<file path="src/rtl/sram_access_ctrl_pkg.sv">
// Purpose: shared encodings for the L1 SRAM access controller and its arbiter.
// Latency: n/a (types and constants only).
// Backpressure: n/a.
package sram_access_ctrl_pkg;

  // Controller top-level state: zeroing sweep or normal service.
  typedef enum logic {
    ST_SWEEP = 1'b0,
    ST_RUN   = 1'b1
  } state_e;

  // Why the current sweep is running; selects init_done vs flush_done at exit.
  typedef enum logic {
    SWEEP_INIT  = 1'b0,
    SWEEP_FLUSH = 1'b1
  } sweep_e;

  // Writer indices into the arbiter request/grant vectors.
  localparam int WR_REFILL = 0;
  localparam int WR_UPDATE = 1;

endpackage

</file>
<file path="src/rtl/rr_arb2.sv">
// Purpose: two-requester round-robin arbiter with one-hot grant.
// Latency: grant is combinational from req; pointer updates on the next edge.
// Backpressure: the loser of a tie simply sees no grant and retries.
//
// Ports:
//   clk, rst_n   clock, asynchronous active-low reset
//   req[1:0]     request per source
//   advance      grant is being consumed this cycle; lets the pointer move
//   gnt[1:0]     one-hot grant (all zero when nothing requests)
module rr_arb2 (
  input  logic       clk,
  input  logic       rst_n,
  input  logic [1:0] req,
  input  logic       advance,
  output logic [1:0] gnt
);

  // Index of the source that wins a tie; source 0 is favoured out of reset.
  logic ptr;

  always_comb begin
    gnt = req;
    if (req == 2'b11) begin
      gnt = ptr ? 2'b10 : 2'b01;
    end
  end

  // After any grant the other source becomes favoured, even if the grant
  // was uncontested.
  always_ff @(posedge clk or negedge rst_n) begin
    if (!rst_n) begin
      ptr <= 1'b0;
    end else if (advance && (gnt != 2'b00)) begin
      ptr <= gnt[0];
    end
  end

endmodule

</file>
<file path="src/rtl/sram_access_ctrl.sv">
// Purpose: front-end for one dual-port set-associative L1 SRAM: init/flush zeroing sweeps, one reader, two arbitrated writers.
// Latency: SRAM requests issue combinationally on fire; read response returns 1 cycle after the read fire.
// Backpressure: all readies low while sweeping; writers arbitrated round-robin; read response has no backpressure.
//
// Ports:
//   clk, rst_n                      clock, asynchronous active-low reset
//   rd_req_*                        read request (valid/ready, set index)
//   rd_rsp_valid_o, rd_rsp_data_o   read response, all ways
//   wr0_* (refill), wr1_* (update)  write channels: set, per-way mask, data
//   flush_valid_i/flush_ready_o     flush request; flush_done_o pulses on the last flush write
//   init_done_o                     high once the reset sweep has completed
//   sram_r_*, sram_w_*              SRAM read and write ports
module sram_access_ctrl
  import sram_access_ctrl_pkg::*;
#(
  parameter int GEN_WIDTH = 32,
  parameter int NUM_SET   = 32,
  parameter int NUM_WAY   = 2,
  parameter int SET_DEPTH = 5
) (
  input  logic                           clk,
  input  logic                           rst_n,
  input  logic                           rd_req_valid_i,
  output logic                           rd_req_ready_o,
  input  logic [SET_DEPTH-1:0]           rd_req_setid_i,
  output logic                           rd_rsp_valid_o,
  output logic [NUM_WAY*GEN_WIDTH-1:0]   rd_rsp_data_o,
  input  logic                           wr0_valid_i,
  output logic                           wr0_ready_o,
  input  logic [SET_DEPTH-1:0]           wr0_setid_i,
  input  logic [NUM_WAY-1:0]             wr0_waymask_i,
  input  logic [NUM_WAY*GEN_WIDTH-1:0]   wr0_data_i,
  input  logic                           wr1_valid_i,
  output logic                           wr1_ready_o,
  input  logic [SET_DEPTH-1:0]           wr1_setid_i,
  input  logic [NUM_WAY-1:0]             wr1_waymask_i,
  input  logic [NUM_WAY*GEN_WIDTH-1:0]   wr1_data_i,
  input  logic                           flush_valid_i,
  output logic                           flush_ready_o,
  output logic                           flush_done_o,
  output logic                           init_done_o,
  output logic                           sram_r_valid_o,
  output logic [SET_DEPTH-1:0]           sram_r_setid_o,
  input  logic [NUM_WAY*GEN_WIDTH-1:0]   sram_r_data_i,
  output logic                           sram_w_valid_o,
  output logic [SET_DEPTH-1:0]           sram_w_setid_o,
  output logic [NUM_WAY-1:0]             sram_w_waymask_o,
  output logic [NUM_WAY*GEN_WIDTH-1:0]   sram_w_data_o
);

  localparam logic [SET_DEPTH-1:0] LAST_SET = SET_DEPTH'(NUM_SET - 1);

  state_e               state_q, state_d;
  sweep_e               sweep_q, sweep_d;
  logic [SET_DEPTH-1:0] cnt_q, cnt_d;
  logic                 init_done_q, init_done_d;
  logic                 rsp_valid_q;

  logic       run;
  logic       rd_fire;
  logic       flush_fire;
  logic [1:0] wr_req;
  logic [1:0] wr_gnt;

  assign run        = (state_q == ST_RUN);
  assign rd_fire    = rd_req_valid_i && run;
  assign flush_fire = flush_valid_i && run;

  assign rd_req_ready_o = run;
  assign flush_ready_o  = run;

  // A flush takes the whole write port for its sweep, so writers are held
  // off in the cycle it is accepted.
  always_comb begin
    wr_req            = 2'b00;
    wr_req[WR_REFILL] = wr0_valid_i && run && !flush_fire;
    wr_req[WR_UPDATE] = wr1_valid_i && run && !flush_fire;
  end

  rr_arb2 u_wr_arb (
    .clk     (clk),
    .rst_n   (rst_n),
    .req     (wr_req),
    .advance (run),
    .gnt     (wr_gnt)
  );

  assign wr0_ready_o = wr_gnt[WR_REFILL];
  assign wr1_ready_o = wr_gnt[WR_UPDATE];

  // Next-state logic. flush_done_o is combinational so it lines up with the
  // last flush write on the SRAM port.
  always_comb begin
    state_d      = state_q;
    sweep_d      = sweep_q;
    cnt_d        = cnt_q;
    init_done_d  = init_done_q;
    flush_done_o = 1'b0;
    case (state_q)
      ST_SWEEP: begin
        if (cnt_q == LAST_SET) begin
          state_d = ST_RUN;
          cnt_d   = '0;
          if (sweep_q == SWEEP_INIT) begin
            init_done_d = 1'b1;
          end else begin
            flush_done_o = 1'b1;
          end
        end else begin
          cnt_d = cnt_q + 1'b1;
        end
      end
      ST_RUN: begin
        if (flush_fire) begin
          state_d = ST_SWEEP;
          sweep_d = SWEEP_FLUSH;
        end
      end
      default: begin
        state_d = ST_SWEEP;
      end
    endcase
  end

  always_ff @(posedge clk or negedge rst_n) begin
    if (!rst_n) begin
      state_q     <= ST_SWEEP;
      sweep_q     <= SWEEP_INIT;
      cnt_q       <= '0;
      init_done_q <= 1'b0;
      rsp_valid_q <= 1'b0;
    end else begin
      state_q     <= state_d;
      sweep_q     <= sweep_d;
      cnt_q       <= cnt_d;
      init_done_q <= init_done_d;
      rsp_valid_q <= rd_fire;
    end
  end

  assign init_done_o    = init_done_q;
  assign rd_rsp_valid_o = rsp_valid_q;
  assign rd_rsp_data_o  = sram_r_data_i;

  // Read port: idle outputs drive zero.
  assign sram_r_valid_o = rd_fire;
  assign sram_r_setid_o = rd_fire ? rd_req_setid_i : '0;

  // Write port: sweep owns it outside RUN, otherwise the granted writer.
  always_comb begin
    sram_w_valid_o   = 1'b0;
    sram_w_setid_o   = '0;
    sram_w_waymask_o = '0;
    sram_w_data_o    = '0;
    if (!run) begin
      sram_w_valid_o   = 1'b1;
      sram_w_setid_o   = cnt_q;
      sram_w_waymask_o = '1;
    end else if (wr_gnt[WR_REFILL]) begin
      sram_w_valid_o   = 1'b1;
      sram_w_setid_o   = wr0_setid_i;
      sram_w_waymask_o = wr0_waymask_i;
      sram_w_data_o    = wr0_data_i;
    end else if (wr_gnt[WR_UPDATE]) begin
      sram_w_valid_o   = 1'b1;
      sram_w_setid_o   = wr1_setid_i;
      sram_w_waymask_o = wr1_waymask_i;
      sram_w_data_o    = wr1_data_i;
    end
  end

endmodule
</file>
<file path="config.mk">
export PLATFORM = sky130hd
export DESIGN_NAME = sram_access_ctrl
export DESIGN_NICKNAME = d
export VERILOG_FILES = /design/src/rtl/sram_access_ctrl_pkg.sv /design/src/rtl/rr_arb2.sv /design/src/rtl/sram_access_ctrl.sv
export SDC_FILE = /design/constraint.sdc
export NUM_CORES = 1
export LEC_CHECK = 0
export CAP_MARGIN = 20
export CORE_AREA = 2 2 144 146
export DETAILED_ROUTE_END_ITERATION = 8
export DIE_AREA = 0 0 146 148
export DONT_BUFFER_PORTS = 1
export PLACE_DENSITY = 0.3
export SYNTH_ARGS = -nofsm -noshare
export SYNTH_HDL_FRONTEND = slang
export SYNTH_SLANG_ARGS = --single-unit
</file>
<file path="constraint.sdc">
create_clock -name clk -period 2.7 [get_ports clk]
set_input_delay 0 -clock clk [delete_from_list [all_inputs] [get_ports clk]]
set_output_delay 0 -clock clk [all_outputs]
set_load 0.05 [all_outputs]
</file>
Yosys cells after proc, flatten, opt, wreduce, memory -nomap -nowiden:

Cells that the tools add are included.

* register bits after elaboration: 10
* bits of input ports: 217

* add/subtract/negate cells: 1
* equal/unequal tests: 2
* mux-type cells: 22
* bitwise operators: 2
* reduce and logical (&&, ||, !) cells: 11

Operators with widths (number)
* $mux 64: 3
* $mux 5: 5
* $mux 2: 5
* $mux 1: 8
* $logic_and 1x1->1: 7
* $add 5x1->5 const B: 1
* $eq 5x5->1 const B: 1
* $reduce_and 3->1: 1
* $eq 2x2->1 const B: 1
* $not 1->1: 2
* $pmux 1 s2: 1
* $reduce_and 2->1: 1
* $reduce_bool 2->1: 1
* $logic_not 1->1: 1

Depth between registers and ports, before layout:

Gate-level depths: netlist (run 1).

* depth in word-level cells: 8
* mapped depth: 6

Cells and area by module:

Synthesis (run 1) repeated with hierarchy kept, for this count alone.

* cell total of the unflattened synthesis: 288
* area, all modules: 2218.4 sq um

Modules (own cells, without submodules)
* sram_access_ctrl: times used 1, cells an instance 282, area each 2163.3 sq um, sequential area each 225.2 sq um
* rr_arb2: times used 1, cells an instance 6, area each 55.1 sq um, sequential area each 25.0 sq um

Worst setup path before layout (run 1):

Ideal clock, no wire load.

* path kind: register to output
* start point: register state_q (netlist: flush_ready_o)
* end point: output sram_w_data_o[54]
* arrival: 1.909 ns
* data required time: 2.700 ns
* path slack: 0.791 ns
* stages on the path, launching flop included: 5
* buffers on the path: 1
* path through: dfrtp_1 nand3b_2 a21oi_4 buf_6 a22o_1

* cells in the longest elaborated chain, start to end: 8
* elaborated cells between the ends (all ways): 11

Ends and longest elaborated chain
* start: declaration: RTL line sram_access_ctrl.sv:53 `state_e state_q, state_d;`
* start signal: assignment: RTL line sram_access_ctrl.sv:133 `state_q <= state_d;`
* $logic_and 1x1->1: RTL line sram_access_ctrl.sv:67 `assign flush_fire = flush_valid_i && run;`
* $logic_not 1->1: RTL line sram_access_ctrl.sv:76, sram_access_ctrl.sv:77
* $logic_and 1x1->1, on equally long branches: RTL line sram_access_ctrl.sv:76, sram_access_ctrl.sv:77
* $eq 2x2->1: RTL line rr_arb2.sv:23 `if (req == 2'b11) begin`
* $mux 2 (*): RTL line rr_arb2.sv:23
* named net wr1_ready_o: RTL line sram_access_ctrl.sv:34 `output logic wr1_ready_o,`
* $mux 64 (*): RTL line sram_access_ctrl.sv:164 `end else if (wr_gnt[WR_UPDATE]) begin`
* $mux 64 (*): RTL line sram_access_ctrl.sv:159 `end else if (wr_gnt[WR_REFILL]) begin`
* $mux 64 (*): RTL line sram_access_ctrl.sv:155 `if (!run) begin`
* end: declaration: RTL line sram_access_ctrl.sv:48 `output logic [NUM_WAY*GEN_WIDTH-1:0] sram_w_data_o`

The timed path passes the listed nets; every way through them passes the cells marked *.

Final worst setup path (run 1):

* start point: register state_q (netlist: flush_ready_o)
* end point: output sram_w_data_o[47]

* cells in the longest elaborated chain, start to end: 8
* elaborated cells between the ends (all ways): 11

Ends and longest elaborated chain (RTL line)
* $logic_and 1x1->1: sram_access_ctrl.sv:67
* $logic_not 1->1: sram_access_ctrl.sv:76, sram_access_ctrl.sv:77
* $logic_and 1x1->1, on equally long branches: sram_access_ctrl.sv:76, sram_access_ctrl.sv:77
* $eq 2x2->1: rr_arb2.sv:23
* $mux 2: rr_arb2.sv:23
* $mux 64: sram_access_ctrl.sv:164
* $mux 64: sram_access_ctrl.sv:159
* $mux 64 (*): sram_access_ctrl.sv:155

Mark *: on every way between the ends. The rest lies on a longest branch, timed or not.

==> results of run 1 <==
==> metal layers <==
metal  vias to the layer above  GRT usage, %  wire length (µm)
met5                         -             0                 0
met4                         0         3.398               361
met3                        41         2.037               893
met2                       139         10.45              3881
met1                       801         8.319              3132
li1                        717             -                 -
==> cell usage after synthesis (all sizes together) <==
cell type and number:
buf 81, o21ai 4, dfrtp 10, and2b 1, a31o 1, mux2i 1
a22o 64, nand3 1, nand2 5, and3 7, nand3b 2, nor2b 4
ha 2, a221o 7, and2 1, or4b 1, a21oi 3, nor2 4
inv 3, mux2 3
==> worst paths after layout <==
| check | startpoint | slack, ns | depth (start not counted) | endpoint |
|---|---|---|---|---|
| max in group asynchronous | rst_n | 2.20 | 1 | flush_ready_o |
| min in group asynchronous | rst_n | 0.15 | 1 | cnt_q[1] |
| worst min-delay path | sram_r_data_i[49] | 0.00002 | 0 | rd_rsp_data_o[49] |
| worst max register to register | cnt_q[0] | 0.85 | 5 | cnt_q[2] |
| worst max-delay path | flush_ready_o | 0.56 | 5 | sram_w_data_o[47] |
| worst min register to register | sweep_q | 0.48 | 2 | sweep_q |
==> kinds of logic after synthesis <==
kind of cell             after synthesis
flip-flops                            10
AND/OR/NAND/NOR                       26
AO/OA/AOI/OAI                         79
buffers and inverters                 84
adder cells (fa/ha/maj)                2
multiplexers                           4
==> final cells by class <==
| cell class | count | area (µm²) |
|---|---|---|
| clock buffers | 4 | 88.84 |
| flip-flops and latches | 10 | 251.5 |
| multi-input cells | 111 | 919.6 |
| well taps | 270 | 337.8 |
| diodes | 1 | 2.502 |
| repair buffers | 80 | 620.6 |
| fillers | 2377 | 17810 |
| inverters | 3 | 11.26 |
==> worst max-delay path: stages, from the launching register on <==
cell      delay (ns)
dfrtp_2         0.61
nand3b_2        0.16
a21oi_4         0.14
buf_4           0.49
a22o_1          0.26
buf_4           0.20
==> metrics by stage <==
step	cell area, µm²	std cells	power [mW]
after floorplan	1836	205	1.686
after global placement	2111	471	1.738
after detailed placement	2111	471	1.752
after CTS	2230	478	2.064
after global routing	2230	478	2.147
final	2232	479	2.039
==> power breakdown <==
part | switching (mW) | total [mW] | leakage [nW] | internal (mW)
Sequential | 0.101 | 0.310 | 0.119 | 0.209
Combinational | 0.977 | 1.43 | 0.824 | 0.454
Clock | 0.0743 | 0.297 | 0.0442 | 0.223
Total | 1.15 | 2.04 | 0.987 | 0.886
==> flip-flops by register name (all words and copies together), names as in the netlist <==
register / flops
flush_ready_o: 1
rd_rsp_valid_o: 1
sweep_q: 1
init_done_o: 1
u_wr_arb.ptr: 1
cnt_q: 5
==> timing repair <==
| item | 4_1_cts | 5_1_grt |
|---|---|---|
| hold buffers | 3 | 0 |
| endpoints found under the hold margin | 13 | 0 |
| setup endpoints to repair | 0 | 0 |
==> impl_metrics.ini, run 1 <==
[run_status]
status = complete, no violations

[global_routing]
grt_max_degree = 45
grt_pass1_wl_um = 11070
grt_util_all_layers_pct = 6.681
grt_pass1_vias = 1647
grt_overflow_total = 0
antenna_found_initial = 0

[synth]
yosysWarnings = 0
postSynthCellCount = 205
synth_area_leaders = a22o_1, buf_4, dfrtp_1, buf_6, a221o_1
synth.yosys.seq_area_share_pct = 13.63
synth.top_cell.area_share_pct = 30.54
synth_area_um2 = 1836
synth_nets = 424
synth_xor_area_share_pct = 0
synth_top_family_by_area = compound AO/OA/AOI/OAI gates
synth_fa_ha_area_share_pct = 1.363
synth_compound_area_share_pct = 37.97
synth-seq-cells = 10
synth_largest_area_cell = a22o_1
yosysUniqueCellTypes = 24
syn_area_per_cell_um2 = 8.954
yosys.area_share.simple_pct = 8.384
synthMuxAreaShare_pct = 2.386

[worst_setup_path]
cp-start-kind = flop
path_max_fanout = 44
cp.arrival_ns = 2.14
endpoint_kind = output port
critPathKind = flop to output port
critical_path_required_ns = 2.70

[run]
maxCapViolCount = 0

[sta]
setup_tns_ns = 0
fin_worst_skew_ns = 0.004666
fin_crit_sh_pct = 79.09
min_period_ns = 2.135
hold_viol_final = 0
worst_slew_pin_slew_ns = 0.9491
fin_ws_ns = 0.5645
setup_viol = 0
rsz0062_at_grt = no
timing.hold.ws_ns = 0.00001932
relSlewSlack_pct = 36.30
fmax_mhz = 468.3
maxSlewViolCount = 0

[layout]
layout_common_cells = buf_4, a22o_1, dfrtp_1, and3_1, a221o_1
drive_gt1_share_pct = 43.75
post-route-util_pct = 11.14
area_growth_pct = 21.61
layout_commonest_cell = buf_4
fin_nets = 428

[drt]
drc = 0
first_iter_violations = 90
drt-vias-per-instance = 3.545
dr.pass1.iters = 4
wl_per_cell_um = 17.26
wirelength_um = 8269
drtAntennaViolNets = 0
via_count = 1698

[clocking]
path_clk_slew_ns = 0.04
clock_path_buffers = 2
cts_resized = 0
cts_sinks = 10
cts_tree = built
insertion_delay_ns = 0.24
cts.htree.levels = 1
cts_root_buf = clkbuf_16
cts_setup_buffers = 0
numCtsBuffers = 3

[floorplanning]
die_y_um = 148
row_count = 52
io_pins = 366
die_w_um = 146
dieArea_um2 = 21610
start_util_pct = 9.160
core_um2 = 20040

[power_and_ir_drop]
pwr_density_cell_nw_per_um2 = 913.4
vdd_drop_max_mv = 0.5125
leakagePower_nw = 0.9866

[place]
dp_hpwl_um = 7120
io_buffers = 0
place.gp.congestion = 0.7270
pre_cts_ws_ns = 0.8234

[hold_path]
hp-class = input pin to output port
Power figures use the tool's default switching activity.
==> run 2: changes to the inputs <==
Settings changed: ABC_AREA set to 1, CORE_AREA 2 2 144 146 to 2 2 141 143, DIE_AREA 0 0 146 148 to 0 0 143 145.
Clock period 2.7 ns to 1.9 ns, I/O delays scaled along.
==> impl_metrics.ini, run 2 <==
[global_routing]
grt_max_degree = 40
grt_util_all_layers_pct = 9.409
grt_overflow_total = 0
antenna_found_initial = 1
grt_pass1_vias = 2644
grt_pass1_wl_um = 15530

[sta]
fmax_mhz = 551.7
setup_tns_ns = 0
setup_viol = 0
rsz0062_at_grt = no
min_period_ns = 1.812
fin_crit_sh_pct = 95.39
maxSlewViolCount = 0
relSlewSlack_pct = 66.56
worst_slew_pin_slew_ns = 0.5015
fin_worst_skew_ns = 0.003068
hold_viol_final = 0

[layout]
fill_cells = 2145
largest_reg_flops = 5
drive_gt1_share_pct = 39.16
layout_common_cells = nand3_1, nand2_1, buf_12, nand3_2, nand4_1
layout_commonest_cell = nand3_1
largest_register = cnt_q
fin_cells = 649
fin_nets = 603
area_growth_pct = 56.43

[drt]
via_count = 2603
drc = 0
first_iter_violations = 95
drtAntennaViolNets = 0
drt-vias-per-instance = 4.011
dr.pass1.iters = 4
wl_per_cell_um = 16.40
wirelength_um = 10640

[run]
maxCapViolCount = 0

[floorplanning]
io_pins = 366
dieArea_um2 = 20740
row_count = 51
core_um2 = 19210
start_util_pct = 13.02
die_w_um = 143
die_y_um = 145

[power_and_ir_drop]
pwr_density_cell_nw_per_um2 = 1126
power_frac_comb_pct = 81.6
leakagePower_nw = 1.679
clockPowerShare_pct = 9.4
p_total_mw = 4.404
swShare_pct = 54.14
p_seq_share_pct = 9.0
intPower_mw = 2.020
p_sw_mw = 2.384
vdd_drop_max_mv = 1.036

[synth]
yosysWarnings = 0
synth_edf_count = 0
synth_nets = 599
synth_largest_area_cell = buf_4
postSynthCellCount = 380
synth-seq-cells = 10
synth_commonest_cells = nand3_1, nand2_1, buf_4
synth.most_common_cell = nand3_1
synth.yosys.seq_area_share_pct = 10.01
synth_area_leaders = buf_4, nand3_1, nand3_2, nand2_1, dfrtp_1
synth.top_cell.area_share_pct = 20.11
synthFlopType = dfrtp_1
async_reset_ff_share_pct = 100.0
yosysUniqueCellTypes = 26
synth_area_um2 = 2501
syn_area_per_cell_um2 = 6.582

[worst_setup_path]
path_max_fanout = 34
endpoint_kind = output port
cp-start-kind = flop
critPathMaxStageDelay_ns = 0.41
cp.arrival_ns = 1.81
cp_slowest_cell = dfrtp_2
critical_path_required_ns = 1.90
critPathKind = flop to output port
cp_cell_sequence = buf_8 -> nand2_1 -> a21oi_4 -> buf_12 -> nand3_2 -> nand2_1 -> buf_12

[place]
dp_hpwl_um = 8912
place_inst = 641
io_buffers = 0
place.gp.congestion = 0.7079

[clocking]
cts_root_buf = clkbuf_16
cts.htree.levels = 1
cts_tree = built
numCtsBuffers = 3
path_clk_slew_ns = 0.04
clock_path_buffers = 2
cts_sinks = 10
insertion_delay_ns = 0.23

[run_status]
status = complete, no violations

[hold_path]
hp-class = input pin to output port
## run 2: worst paths after layout
path                                       start                 to  slack, ns  cells after the start
worst max-delay path               flush_ready_o  sram_w_data_o[38]       0.09                      7
worst min-delay path            sram_r_data_i[8]   rd_rsp_data_o[8]    0.00002                      0
worst max register to register          cnt_q[0]           cnt_q[3]       0.41                      8
worst min register to register           sweep_q        init_done_o       0.46                      1
max in group asynchronous                  rst_n      flush_ready_o       1.40                      1
min in group asynchronous                  rst_n           cnt_q[2]       0.16                      1
## run 2: metal layers
layer  global-route usage (%)  part of all wire, %
met2                    17.56                   54
met5                        0                    0
met1                    10.23                   34
met3                    2.409                  9.9
met4                    2.871                  2.3
## run 2: area by class of cell
| cell class | instances | area [µm²] | share of cell area, % |
|---|---|---|---|
| Timing Repair Buffer | 94 | 1698 | 43.40 |
| Inverter | 14 | 65.06 | 1.663 |
| Antenna cell | 1 | 2.502 | 0.06396 |
| Multi-Input combinational cell | 261 | 1475 | 37.70 |
| Sequential cell | 10 | 251.5 | 6.428 |
| Clock buffer | 4 | 88.84 | 2.271 |
| Tap cell | 265 | 331.6 | 8.475 |
## run 2: power groups by stage
| stage | sequential [mW] | clock, mW | combinational (mW) |
|---|---|---|---|
| final | 0.398 | 0.413 | 3.59 |
| after global routing | 0.411 | 0.438 | 3.79 |
| after CTS | 0.398 | 0.418 | 3.62 |
| after detailed placement | 0.394 | 0 | 3.58 |
| after global placement | 0.390 | 0 | 3.58 |
| after floorplan | 0.388 | 0 | 2.42 |
## run 2: metrics by stage
| stage | utilization (%) | area, µm² | setup slack [ns] | hold WS (ns) |
|---|---|---|---|---|
| 3_5_place_dp | 19.58 | 3761 | 0.1875 | -0.2953 |
| 6_report | 20.37 | 3913 | 0.08755 | 0.00001665 |
| 5_1_grt | 20.36 | 3910 | 0.001531 | 0.00007182 |
| 2_1_floorplan | - | 2505 | 0.1062 | -0.2956 |
| 3_3_place_gp | 19.58 | 3761 | 0.2152 | -0.2953 |
| 4_1_cts | 20.21 | 3881 | 0.05774 | 0.0003409 |
## run 2: timing repair
| item | CTS | global route |
|---|---|---|
| hold buffers | 2 | 0 |
| gates cloned | 0 | 0 |
| hold endpoints to repair | 12 | 0 |
| endpoints found under the setup margin | 23 | 34 |
| buffers inserted | 0 | 1 |
| gates resized for setup | 4 | 6 |
## run 2: kinds of logic (layout without fill, tap and decap cells)
| group | after synthesis | count (layout) | share of synthesized area, % |
|---|---|---|---|
| AOI/OAI and AO/OA | 8 | 8 | 2.151 |
| adders and majority gates | 2 | 2 | 1.000 |
| buffers and inverters | 109 | 112 | 31.97 |
| DFF | 10 | 10 | 10.01 |
| muxes | 1 | 1 | 0.4002 |
| other | 0 | 1 | 0 |
| and+or+nand+nor | 250 | 250 | 54.48 |
## run 2: critical path: cells and delay by family (launching register included)
kind / cells / cell delay (ns)
buffers and inverters: 3 / 0.59
flip-flops: 1 / 0.41
AND/OR/NAND/NOR: 3 / 0.37
AO/OA/AOI/OAI: 1 / 0.18
==> run 3: changes to the inputs <==
Settings changed: HOLD_SLACK_MARGIN set to 0.05.
==> impl_metrics.ini, run 3 (synthesis gave the netlist of run 2 again) <==
[worst_setup_path]
cp.arrival_ns = 1.81
path_max_fanout = 34
timing.rr.start = cnt_q[0]
r2r_end = cnt_q[3]
r2r_setup_slack_ns = 0.41
critical_path_required_ns = 1.90
worstRegToRegCells = 8
cp-endpoint = sram_w_data_o[38]
cp-start-kind = flop
crit_start = flush_ready_o
endpoint_kind = output port
critPathKind = flop to output port

[drt]
wl_per_cell_um = 15.74
via_count = 2856
dr.pass1.iters = 4
wirelength_um = 11240
first_iter_violations = 102
drtAntennaViolNets = 0
drc = 0
drt-vias-per-instance = 4.000

[global_routing]
grt_pass1_vias = 2796
grt_util_all_layers_pct = 9.676
grt_pass1_wl_um = 16060
grt_overflow_total = 0
grt_max_degree = 40
antenna_found_initial = 1

[sta]
setup_viol = 0
fmax_mhz = 553.6
fin_worst_skew_ns = 0.002634
setup_tns_ns = 0
relSlewSlack_pct = 64.75
min_period_ns = 1.806
rsz0062_at_grt = no
worst_slew_pin_slew_ns = 0.5270
maxSlewViolCount = 0
hold_viol_final = 0
fin_crit_sh_pct = 95.07

[floorplanning]
die_y_um = 145
core_um2 = 19210
io_pins = 366
row_count = 51
start_util_pct = 13.02
die_w_um = 143
dieArea_um2 = 20740

[place]
io_buffers = 0
dp_hpwl_um = 8912
place.gp.congestion = 0.7079

[clocking]
clock_path_buffers = 2
numCtsBuffers = 3
cts_sinks = 10
path_clk_slew_ns = 0.04
insertion_delay_ns = 0.23
cts_root_buf = clkbuf_16
cts.htree.levels = 1
cts_tree = built

[layout]
fin_nets = 668
area_growth_pct = 82.44
largest_reg_flops = 5
drive_gt1_share_pct = 33.48
layout_common_cells = nand3_1, nand2_1, buf_12, dlygate4sd3_1, nand3_2
largest_register = cnt_q
layout_commonest_cell = nand3_1

[run_status]
status = complete, no violations

[power_and_ir_drop]
p_total_mw = 4.773
pwr_density_cell_nw_per_um2 = 1046
vdd_drop_max_mv = 1.035
leakagePower_nw = 1.950

[run]
maxCapViolCount = 0

[hold_path]
hp-class = input pin to asynchronous set/reset pin
run 3: changes by cell type in the layout (fill, tap and decap cells not counted):
| cell | change |
|---|---|
| dlygate4sd3_1 | +65 |
run 3: per-stage QoR:
stage | std cells | util, % | setup WS (ns) | hold WS, ns | instance area (µm²)
6_report | 714 | 23.76 | 0.09372 | 0.1563 | 4563
5_1_grt | 713 | 23.74 | 0.002311 | 0.2020 | 4561
4_1_cts | 712 | 23.59 | 0.05774 | 0.1490 | 4532
3_5_place_dp | 641 | 19.58 | 0.1875 | -0.2953 | 3761
3_3_place_gp | 641 | 19.58 | 0.2152 | -0.2953 | 3761
2_1_floorplan | 380 | - | 0.1062 | -0.2956 | 2505
run 3: worst min-delay path by stage:
stage / startpoint / to / slack [ns]
3_5_place_dp: rst_n / rd_rsp_valid_o / -0.30
2_1_floorplan: rst_n / cnt_q[0] / -0.30
6_report: rst_n / cnt_q[2] / 0.16
5_1_grt: rst_n / rd_rsp_valid_o / 0.20
4_1_cts: wr0_valid_i / u_wr_arb.ptr / 0.15
3_3_place_gp: rst_n / rd_rsp_valid_o / -0.30
run 3: what timing repair did:
item	4_1_cts	5_1_grt
resized for setup	4	6
hold endpoints to repair	77	0
endpoints found under the setup margin	23	34
buffers inserted	0	1
hold buffers	67	0
run 3: layout make-up:
cell class                 count  area, µm²
clock buffer                   4      88.84
sequential                    10      251.5
inverter                      14      65.06
multi-input combinational    261       1475
fill                        2094      14640
tap                          265      331.6
antenna                        1      2.502
timing repair buffer         159       2349
run 3: report_power, final:
part	internal, mW	switching, mW
Sequential	0.295	0.102
Combinational	1.50	2.46
Clock	0.316	0.0956
run 3: layer usage:
| metal | track usage, % | share of wire (%) |
|---|---|---|
| met5 | 0 | 0 |
| met4 | 1.188 | 0.42 |
| met3 | 1.749 | 9.1 |
| met2 | 19.28 | 57 |
| met1 | 10.66 | 34 |
run 3: worst max-delay path, stage by stage (launching register included):
cell,delay [ns]
dfrtp_2,0.41
buf_8,0.18
nand2_1,0.10
a21oi_4,0.18
buf_12,0.25
nand3_2,0.11
nand2_1,0.15
buf_12,0.15
